$ cat src/rtl/io_uart_tx.sv
// Memory-mapped 8N1 UART transmitter with a TX FIFO, 4 registers and a level interrupt.
// Latency: TXDATA write at edge N drives the start bit from edge N+1; frame = 10 (11 with parity) x BAUDDIV cycles.
// Backpressure: none on the bus; a push into a full FIFO is dropped and sets sticky overflow.
// Optional even-parity bit: define UART_TX_PARITY_EN (adds CTRL bit1 parity_en and a PARITY state).
module io_uart_tx #(
    parameter logic [31:0] BASE_ADDR   = 32'h0000_1000,
    parameter int          FIFO_DEPTH  = 16,
    parameter logic [15:0] DEFAULT_DIV = 16'd868,
    parameter logic [4:0]  IRQ_ID      = 5'd3
) (
    input  logic        clock,
    input  logic        reset,
    input  logic [31:0] io_addr,
    input  logic [31:0] io_write_data,
    input  logic        io_write_en,
    output logic [31:0] io_read_data,
    output logic        interrupt,
    output logic [4:0]  interrupt_id,
    output logic        tx
);

    localparam int AW = (FIFO_DEPTH > 1) ? $clog2(FIFO_DEPTH) : 1;
    localparam int CW = AW + 1;
    localparam logic [CW-1:0] C_DEPTH = CW'(FIFO_DEPTH);
    localparam logic [CW-1:0] C_ONE   = CW'(1);
    localparam logic [AW-1:0] P_ONE   = AW'(1);

`ifdef UART_TX_PARITY_EN
    typedef enum logic [2:0] {S_IDLE, S_START, S_DATA, S_PARITY, S_STOP} state_t;
`else
    typedef enum logic [1:0] {S_IDLE, S_START, S_DATA, S_STOP} state_t;
`endif

    state_t          r_state;
    logic [7:0]      r_mem [FIFO_DEPTH];
    logic [AW-1:0]   r_wr_ptr;
    logic [AW-1:0]   r_rd_ptr;
    logic [CW-1:0]   r_count;
    logic            r_overflow;
    logic            r_irq_en;
    logic [15:0]     r_div;
    logic [15:0]     r_baud_cnt;
    logic [2:0]      r_bit_cnt;
    logic [7:0]      r_shift;
    logic            r_tx;
    logic            r_irq;
`ifdef UART_TX_PARITY_EN
    logic            r_parity_en;
    logic            r_parity;
`endif

    logic            w_hit;
    logic            w_wr;
    logic [1:0]      w_off;
    logic            w_push_req;
    logic            w_push;
    logic            w_pop;
    logic            w_empty;
    logic            w_full;
    logic            w_bit_end;
    logic [7:0]      w_head;
    logic            w_unused;

    assign w_hit      = (io_addr[31:4] == BASE_ADDR[31:4]);
    assign w_wr       = w_hit & io_write_en;
    assign w_off      = io_addr[3:2];
    assign w_push_req = w_wr & (w_off == 2'd0);
    assign w_empty    = (r_count == '0);
    assign w_full     = (r_count == C_DEPTH);
    // ">=" so a BAUDDIV shrunk below the running count ends the bit right away
    assign w_bit_end  = (r_baud_cnt >= (r_div - 16'd1));
    // FSM takes a byte when leaving IDLE or when chaining frames at the end of STOP
    assign w_pop      = !w_empty && ((r_state == S_IDLE) || ((r_state == S_STOP) && w_bit_end));
    // a pop in the same cycle frees the slot, so a push into a full FIFO still lands
    assign w_push     = w_push_req && (!w_full || w_pop);
    assign w_head     = r_mem[r_rd_ptr];
    assign w_unused   = ^{io_write_data[31:16], io_addr[1:0]};

    assign tx           = r_tx;
    assign interrupt    = r_irq;
    assign interrupt_id = IRQ_ID;

    // FIFO storage, written on accepted pushes only
    always_ff @(posedge clock) begin
        if (w_push) begin
            r_mem[r_wr_ptr] <= io_write_data[7:0];
        end
    end

    // FIFO pointers and occupancy
    always_ff @(posedge clock or negedge reset) begin
        if (!reset) begin
            r_wr_ptr <= '0;
            r_rd_ptr <= '0;
            r_count  <= '0;
        end else begin
            if (w_push) r_wr_ptr <= r_wr_ptr + P_ONE;
            if (w_pop)  r_rd_ptr <= r_rd_ptr + P_ONE;
            case ({w_push, w_pop})
                2'b10:   r_count <= r_count + C_ONE;
                2'b01:   r_count <= r_count - C_ONE;
                default: r_count <= r_count;
            endcase
        end
    end

    // Software-visible control state: overflow flag, CTRL, BAUDDIV
    always_ff @(posedge clock or negedge reset) begin
        if (!reset) begin
            r_overflow  <= 1'b0;
            r_irq_en    <= 1'b0;
            r_div       <= DEFAULT_DIV;
`ifdef UART_TX_PARITY_EN
            r_parity_en <= 1'b0;
`endif
        end else begin
            if (w_push_req && w_full && !w_pop) begin
                r_overflow <= 1'b1;
            end else if (w_wr && (w_off == 2'd1) && io_write_data[3]) begin
                r_overflow <= 1'b0;
            end
            if (w_wr && (w_off == 2'd2)) begin
                r_irq_en    <= io_write_data[0];
`ifdef UART_TX_PARITY_EN
                r_parity_en <= io_write_data[1];
`endif
            end
            if (w_wr && (w_off == 2'd3)) begin
                r_div <= (io_write_data[15:0] == 16'd0) ? 16'd1 : io_write_data[15:0];
            end
        end
    end

    // Serialiser FSM; tx and interrupt are registered here so the line never glitches
    always_ff @(posedge clock or negedge reset) begin
        if (!reset) begin
            r_state    <= S_IDLE;
            r_baud_cnt <= '0;
            r_bit_cnt  <= '0;
            r_shift    <= '0;
            r_tx       <= 1'b1;
            r_irq      <= 1'b0;
`ifdef UART_TX_PARITY_EN
            r_parity   <= 1'b0;
`endif
        end else begin
            r_irq <= r_irq_en & w_empty & (r_state == S_IDLE);
            case (r_state)
                S_IDLE: begin
                    r_tx <= 1'b1;
                    if (!w_empty) begin
                        r_shift    <= w_head;
                        r_baud_cnt <= '0;
                        r_tx       <= 1'b0;
                        r_state    <= S_START;
`ifdef UART_TX_PARITY_EN
                        r_parity   <= ^w_head;
`endif
                    end
                end
                S_START: begin
                    if (w_bit_end) begin
                        r_baud_cnt <= '0;
                        r_bit_cnt  <= '0;
                        r_tx       <= r_shift[0];
                        r_state    <= S_DATA;
                    end else begin
                        r_baud_cnt <= r_baud_cnt + 16'd1;
                    end
                end
                S_DATA: begin
                    if (w_bit_end) begin
                        r_baud_cnt <= '0;
                        if (r_bit_cnt == 3'd7) begin
`ifdef UART_TX_PARITY_EN
                            if (r_parity_en) begin
                                r_tx    <= r_parity;
                                r_state <= S_PARITY;
                            end else begin
                                r_tx    <= 1'b1;
                                r_state <= S_STOP;
                            end
`else
                            r_tx    <= 1'b1;
                            r_state <= S_STOP;
`endif
                        end else begin
                            r_bit_cnt <= r_bit_cnt + 3'd1;
                            r_shift   <= {1'b0, r_shift[7:1]};
                            r_tx      <= r_shift[1];
                        end
                    end else begin
                        r_baud_cnt <= r_baud_cnt + 16'd1;
                    end
                end
`ifdef UART_TX_PARITY_EN
                S_PARITY: begin
                    if (w_bit_end) begin
                        r_baud_cnt <= '0;
                        r_tx       <= 1'b1;
                        r_state    <= S_STOP;
                    end else begin
                        r_baud_cnt <= r_baud_cnt + 16'd1;
                    end
                end
`endif
                S_STOP: begin
                    if (w_bit_end) begin
                        r_baud_cnt <= '0;
                        if (!w_empty) begin
                            r_shift  <= w_head;
                            r_tx     <= 1'b0;
                            r_state  <= S_START;
`ifdef UART_TX_PARITY_EN
                            r_parity <= ^w_head;
`endif
                        end else begin
                            r_tx    <= 1'b1;
                            r_state <= S_IDLE;
                        end
                    end else begin
                        r_baud_cnt <= r_baud_cnt + 16'd1;
                    end
                end
                default: begin
                    r_tx    <= 1'b1;
                    r_state <= S_IDLE;
                end
            endcase
        end
    end

    // Register read mux; undecoded addresses and unused bits read as 0
    always_comb begin
        io_read_data = '0;
        if (w_hit) begin
            case (w_off)
                2'd1: begin
                    io_read_data[0]    = (r_state != S_IDLE);
                    io_read_data[1]    = w_full;
                    io_read_data[2]    = w_empty;
                    io_read_data[3]    = r_overflow;
                    io_read_data[16:8] = 9'(r_count);
                end
                2'd2: begin
                    io_read_data[0] = r_irq_en;
`ifdef UART_TX_PARITY_EN
                    io_read_data[1] = r_parity_en;
`endif
                end
                2'd3:    io_read_data[15:0] = r_div;
                default: io_read_data = '0;
            endcase
        end
    end

endmodule

$ cat config.mk
export PLATFORM = sky130hd
export DESIGN_NAME = io_uart_tx
export DESIGN_NICKNAME = d
export VERILOG_FILES = /design/src/rtl/io_uart_tx.sv
export SDC_FILE = /design/constraint.sdc
export NUM_CORES = 1
export LEC_CHECK = 0
export BUFFER_PORTS_ARGS = -buffer_cell sky130_fd_sc_hd__buf_2
export CORE_ASPECT_RATIO = 0.7
export CORE_MARGIN = 8
export CORE_UTILIZATION = 55
export DETAILED_ROUTE_END_ITERATION = 8
export PLACE_DENSITY = 0.76
export SKIP_LAST_GASP = 1
export SYNTH_ARGS = -nofsm -noshare
export SYNTH_HDL_FRONTEND = slang
export SYNTH_SLANG_ARGS = --single-unit
$ cat constraint.sdc
create_clock -name clock -period 8 [get_ports clock]
set_input_delay 0.4 -clock clock [delete_from_list [all_inputs] [get_ports clock]]
set_output_delay 0.4 -clock clock [all_outputs]
set_load 0.02 [all_outputs]
==> key figures <==
Placed design
  • Placed cell areas: 9610 um2
  • Placer's final routability congestion estimate: 0.828
  • Post-DP HPWL: 13,900 um
  • Cells after DPL: 933
  • Input/output buffers: 66

Drt
  • Wire per inst: 20.8 um
  • Vias per cell: 5.97
  • 1st-iter DRT viols: 596
  • Antenna-violating nets left: 0
  • Vias: 5,757
  • DRT Pass-1 Iters: 5
  • Drt total wl: 20,000 um
  • Drc violations: 0

Floorplan
  • Cell Rows: 39
  • Core Region: 16,300 um2
  • Die Area: 21,100 um2
  • Initial Utilization: 56.1%
  • DIE WIDTH: 170 um
  • Chip Height: 124 um
  • Ports: 106

Clock network
  • CTS root buffer: clkbuf_16
  • # resized after CTS: 0
  • Longest Clk Path Bufs: 2
  • Clk Latency, worst-skew pair: 0.44 ns
  • CTS tree: yes
  • CTS sink cnt: 190
  • Reg clk slew, reported paths: 0.08 ns
  • Postcts setup bufs: 0
  • Htree depth: 4
  • Hold-fix buffers at CTS: 0
  • Total clock buffers created by CTS: 17

Final layout
  • Final net count: 828
  • Fill cell count: 1,190
  • N_diodes: 0
  • Share of cells above drive strength 1: 25.4%
  • Non-Filler Instances: 965
  • Area added between synthesis and finish: 11.9%
  • Post-route cell area: 10,200 um2

Synthesis
  • Simple logic cell fraction of the synthesized area: 10.1%
  • Cell count after synthesis: 664
  • Synth Cell Area: 9150 um2
  • Synth async-reset ratio: 32.6%
  • Post-synth EDFFs: 128
  • Compound-Gate Fraction of Synth Area: 5.18%
  • Post-Synth Adder-Cell Area: 4.73%
  • Most used DFF post-synth: edfxtp_1
  • Avg Synthesized Cell Area: 13.8 um2
  • Synth warn: 0
  • Seq cells post-synth: 190
  • Sequential share of the synthesized area: 59.1%
  • Synth cell types: 60
  • Multiplexer share of the synthesized area: 14.4%
  • Largest family of logic cells by synthesized area: multiplexers
  • Xor and xnor area share after synthesis: 2.59%

Power and ir drop
  • Cell area power density: 211 nW/um2
  • Peak supply drop: 0.141 mV
  • P_leak: 0.00399 uW

GRT
  • GRT Overall Usage: 19.5%
  • First-pass GRT wire length: 30,800 um
  • Initial antenna violation count: 1
  • Grt ovf: 0
  • Largest net degree at the start of global routing: 63
  • Vias in the first global route: 5,589

Status
  • Outcome: complete, no violations

STA
  • Worst-Margin Slew: 0.912 ns
  • Hold_ws: 0.131 ns
  • Final count of pins violating max slew: 0
  • Fmax: 194 MHz
  • RSZ-0062 raised after global routing: no
  • Fin crit period: 5.14 ns
  • Setup violators final: 0
  • Final TNS setup: 0 ns
  • Worst slew margin: 38.6%
  • Worst Skew: 0.0177 ns
  • Tcrit/Tclk final: 64.3%
  • Hold Violations, Final: 0

Hold path
  • Min-delay worst type: in -> async

Worst setup path
  • Critical path fanouts, max: 7
  • Req. time, crit path: 8.36 ns
  • Type of origin of the critical path: flip-flop
  • Crit path DAT: 5.50 ns
  • Setup CP Type: reg -> reg
  • Kind of end point of the critical path: flip-flop

Job
  • MaxCap Viol Count: 0
[cells in the final DEF, fill, tap and decap left out, drive strengths merged, types with 3 or more instances in the layout]
master,instances
a21oi,17
and2,5
and3,12
buf,73
clkbuf,17
clkinv,3
conb,21
dfrtp,56
dfstp,6
edfxtp,128
ha,33
inv,30
mux2,29
mux2i,8
mux4,40
nand2,57
nand2b,5
nand3,15
nand4,6
nor2,48
nor2b,3
nor3,15
nor4,13
o21ai,29
o22ai,3
or2,3
or4,3
xnor2,18
xor2,9
[synthesized netlist by cell type, drive strengths merged, types with 2 or more instances]
cell / n / area share [%]
a211oi: 2 / 0.16
a21o: 2 / 0.16
a21oi: 17 / 0.93
a22o: 2 / 0.19
a31oi: 2 / 0.21
a41oi: 2 / 0.19
and2: 5 / 0.34
and3: 12 / 0.82
and4: 2 / 0.19
buf: 30 / 2.3
clkbuf: 18 / 0.74
conb: 2 / 0.082
dfrtp: 56 / 15
dfstp: 6 / 1.7
edfxtp: 128 / 42
ha: 33 / 4.5
inv: 18 / 0.74
mux2: 29 / 3.7
mux2i: 8 / 0.88
mux4: 40 / 9.8
nand2: 57 / 2.3
nand2b: 5 / 0.34
nand3: 15 / 0.82
nand4: 6 / 0.41
nor2: 48 / 2.0
nor2b: 3 / 0.21
nor3: 15 / 0.88
nor3b: 2 / 0.16
nor4: 13 / 0.89
nor4b: 2 / 0.19
o211ai: 2 / 0.16
o21ai: 29 / 1.6
o22ai: 3 / 0.21
o311ai: 2 / 0.19
o31ai: 2 / 0.22
or2: 3 / 0.21
or3: 2 / 0.14
or4: 3 / 0.25
xnor2: 18 / 1.7
xor2: 9 / 0.86
[cells by family (layout without fill, tap and decap cells)]
kind of cell             Yosys count  count (layout)
buffers and inverters             66             123
AND/OR/NAND/NOR                  193             193
flip-flops                       190             190
AO/OA/AOI/OAI                     75              75
XOR/XNOR                          27              27
other                              2              21
adder cells (fa/ha/maj)           34              34
multiplexers                      77              77
[final cells by class]
cell class | instances | area (um2) | share of cell area, %
Inverter | 18 | 67.6 | 0.660
Tap cell | 225 | 282 | 2.75
Multi-Input combinational cell | 427 | 3470 | 33.9
Clock inverter | 15 | 208 | 2.03
Clock buffer | 17 | 425 | 4.15
Sequential cell | 190 | 5400 | 52.8
Timing Repair Buffer | 73 | 383 | 3.74
[final timing paths]
path | cells past startpoint | slack (ns) | startpoint | end
worst max-delay path | 19 | 2.86 | r_div[7] | r_count[4]
worst min-delay path | 2 | 0.13 | reset | r_shift[3]
worst max register to register | 19 | 2.86 | r_div[7] | r_count[4]
worst min register to register | 2 | 0.50 | tx | tx
max in group asynchronous | 2 | 7.26 | reset | r_rd_ptr[0]
min in group clock | 2 | 0.22 | io_write_data[13] | r_div[13]
[flip-flops by register name (all words and copies together) (netlist names)]
signal,count
r_div,16
r_overflow,1
r_shift,8
r_rd_ptr,4
interrupt,1
r_bit_cnt,3
r_wr_ptr,4
r_state,2
r_mem,128
tx,1
r_baud_cnt,16
r_irq_en,1
r_count,5
[power breakdown]
group | internal, uW | switching, uW | total (uW)
Clock | 441 | 447 | 888
Combinational | 73.4 | 104 | 177
Sequential | 1070 | 22.2 | 1090
[metrics by stage]
step           util, %  setup slack, ns  total power [uW]
2_1_floorplan        -             3.39              1240
3_3_place_gp      58.9             3.07              1280
3_5_place_dp      58.9             2.90              1290
4_1_cts           62.8             2.89              2170
5_1_grt           62.8             2.59              2230
6_report          62.8             2.86              2160
[critical path, cell delays in order (launching register included)]
cell and delay (ns):
dfrtp_1 0.45, or4_1 0.58, or3_1 0.35, or2_2 0.31, nor3_1 0.18, xnor2_1 0.15, ha_1 0.28, a21oi_1 0.16
o21ai_0 0.14, a22oi_1 0.21, o311a_1 0.45, or2_1 0.28, nor2_1 0.15, fa_1 0.44, a21o_1 0.17, a21oi_1 0.24
or2_2 0.19, mux2i_1 0.09, o22a_1 0.19, o21ai_0 0.06
[routing by layer]
layer / share of wire (%) / routed length, um / GRT usage [%] / vias up
met5: 0 / 0 / 0 / -
met3: 8.7 / 1750 / 4.72 / 22
met4: 1.2 / 245 / 4.37 / 0
met1: 44 / 8890 / 28.0 / 2902
li1: - / - / - / 2589
met2: 46 / 9140 / 29.8 / 244
(Power assumes the default switching activity.)
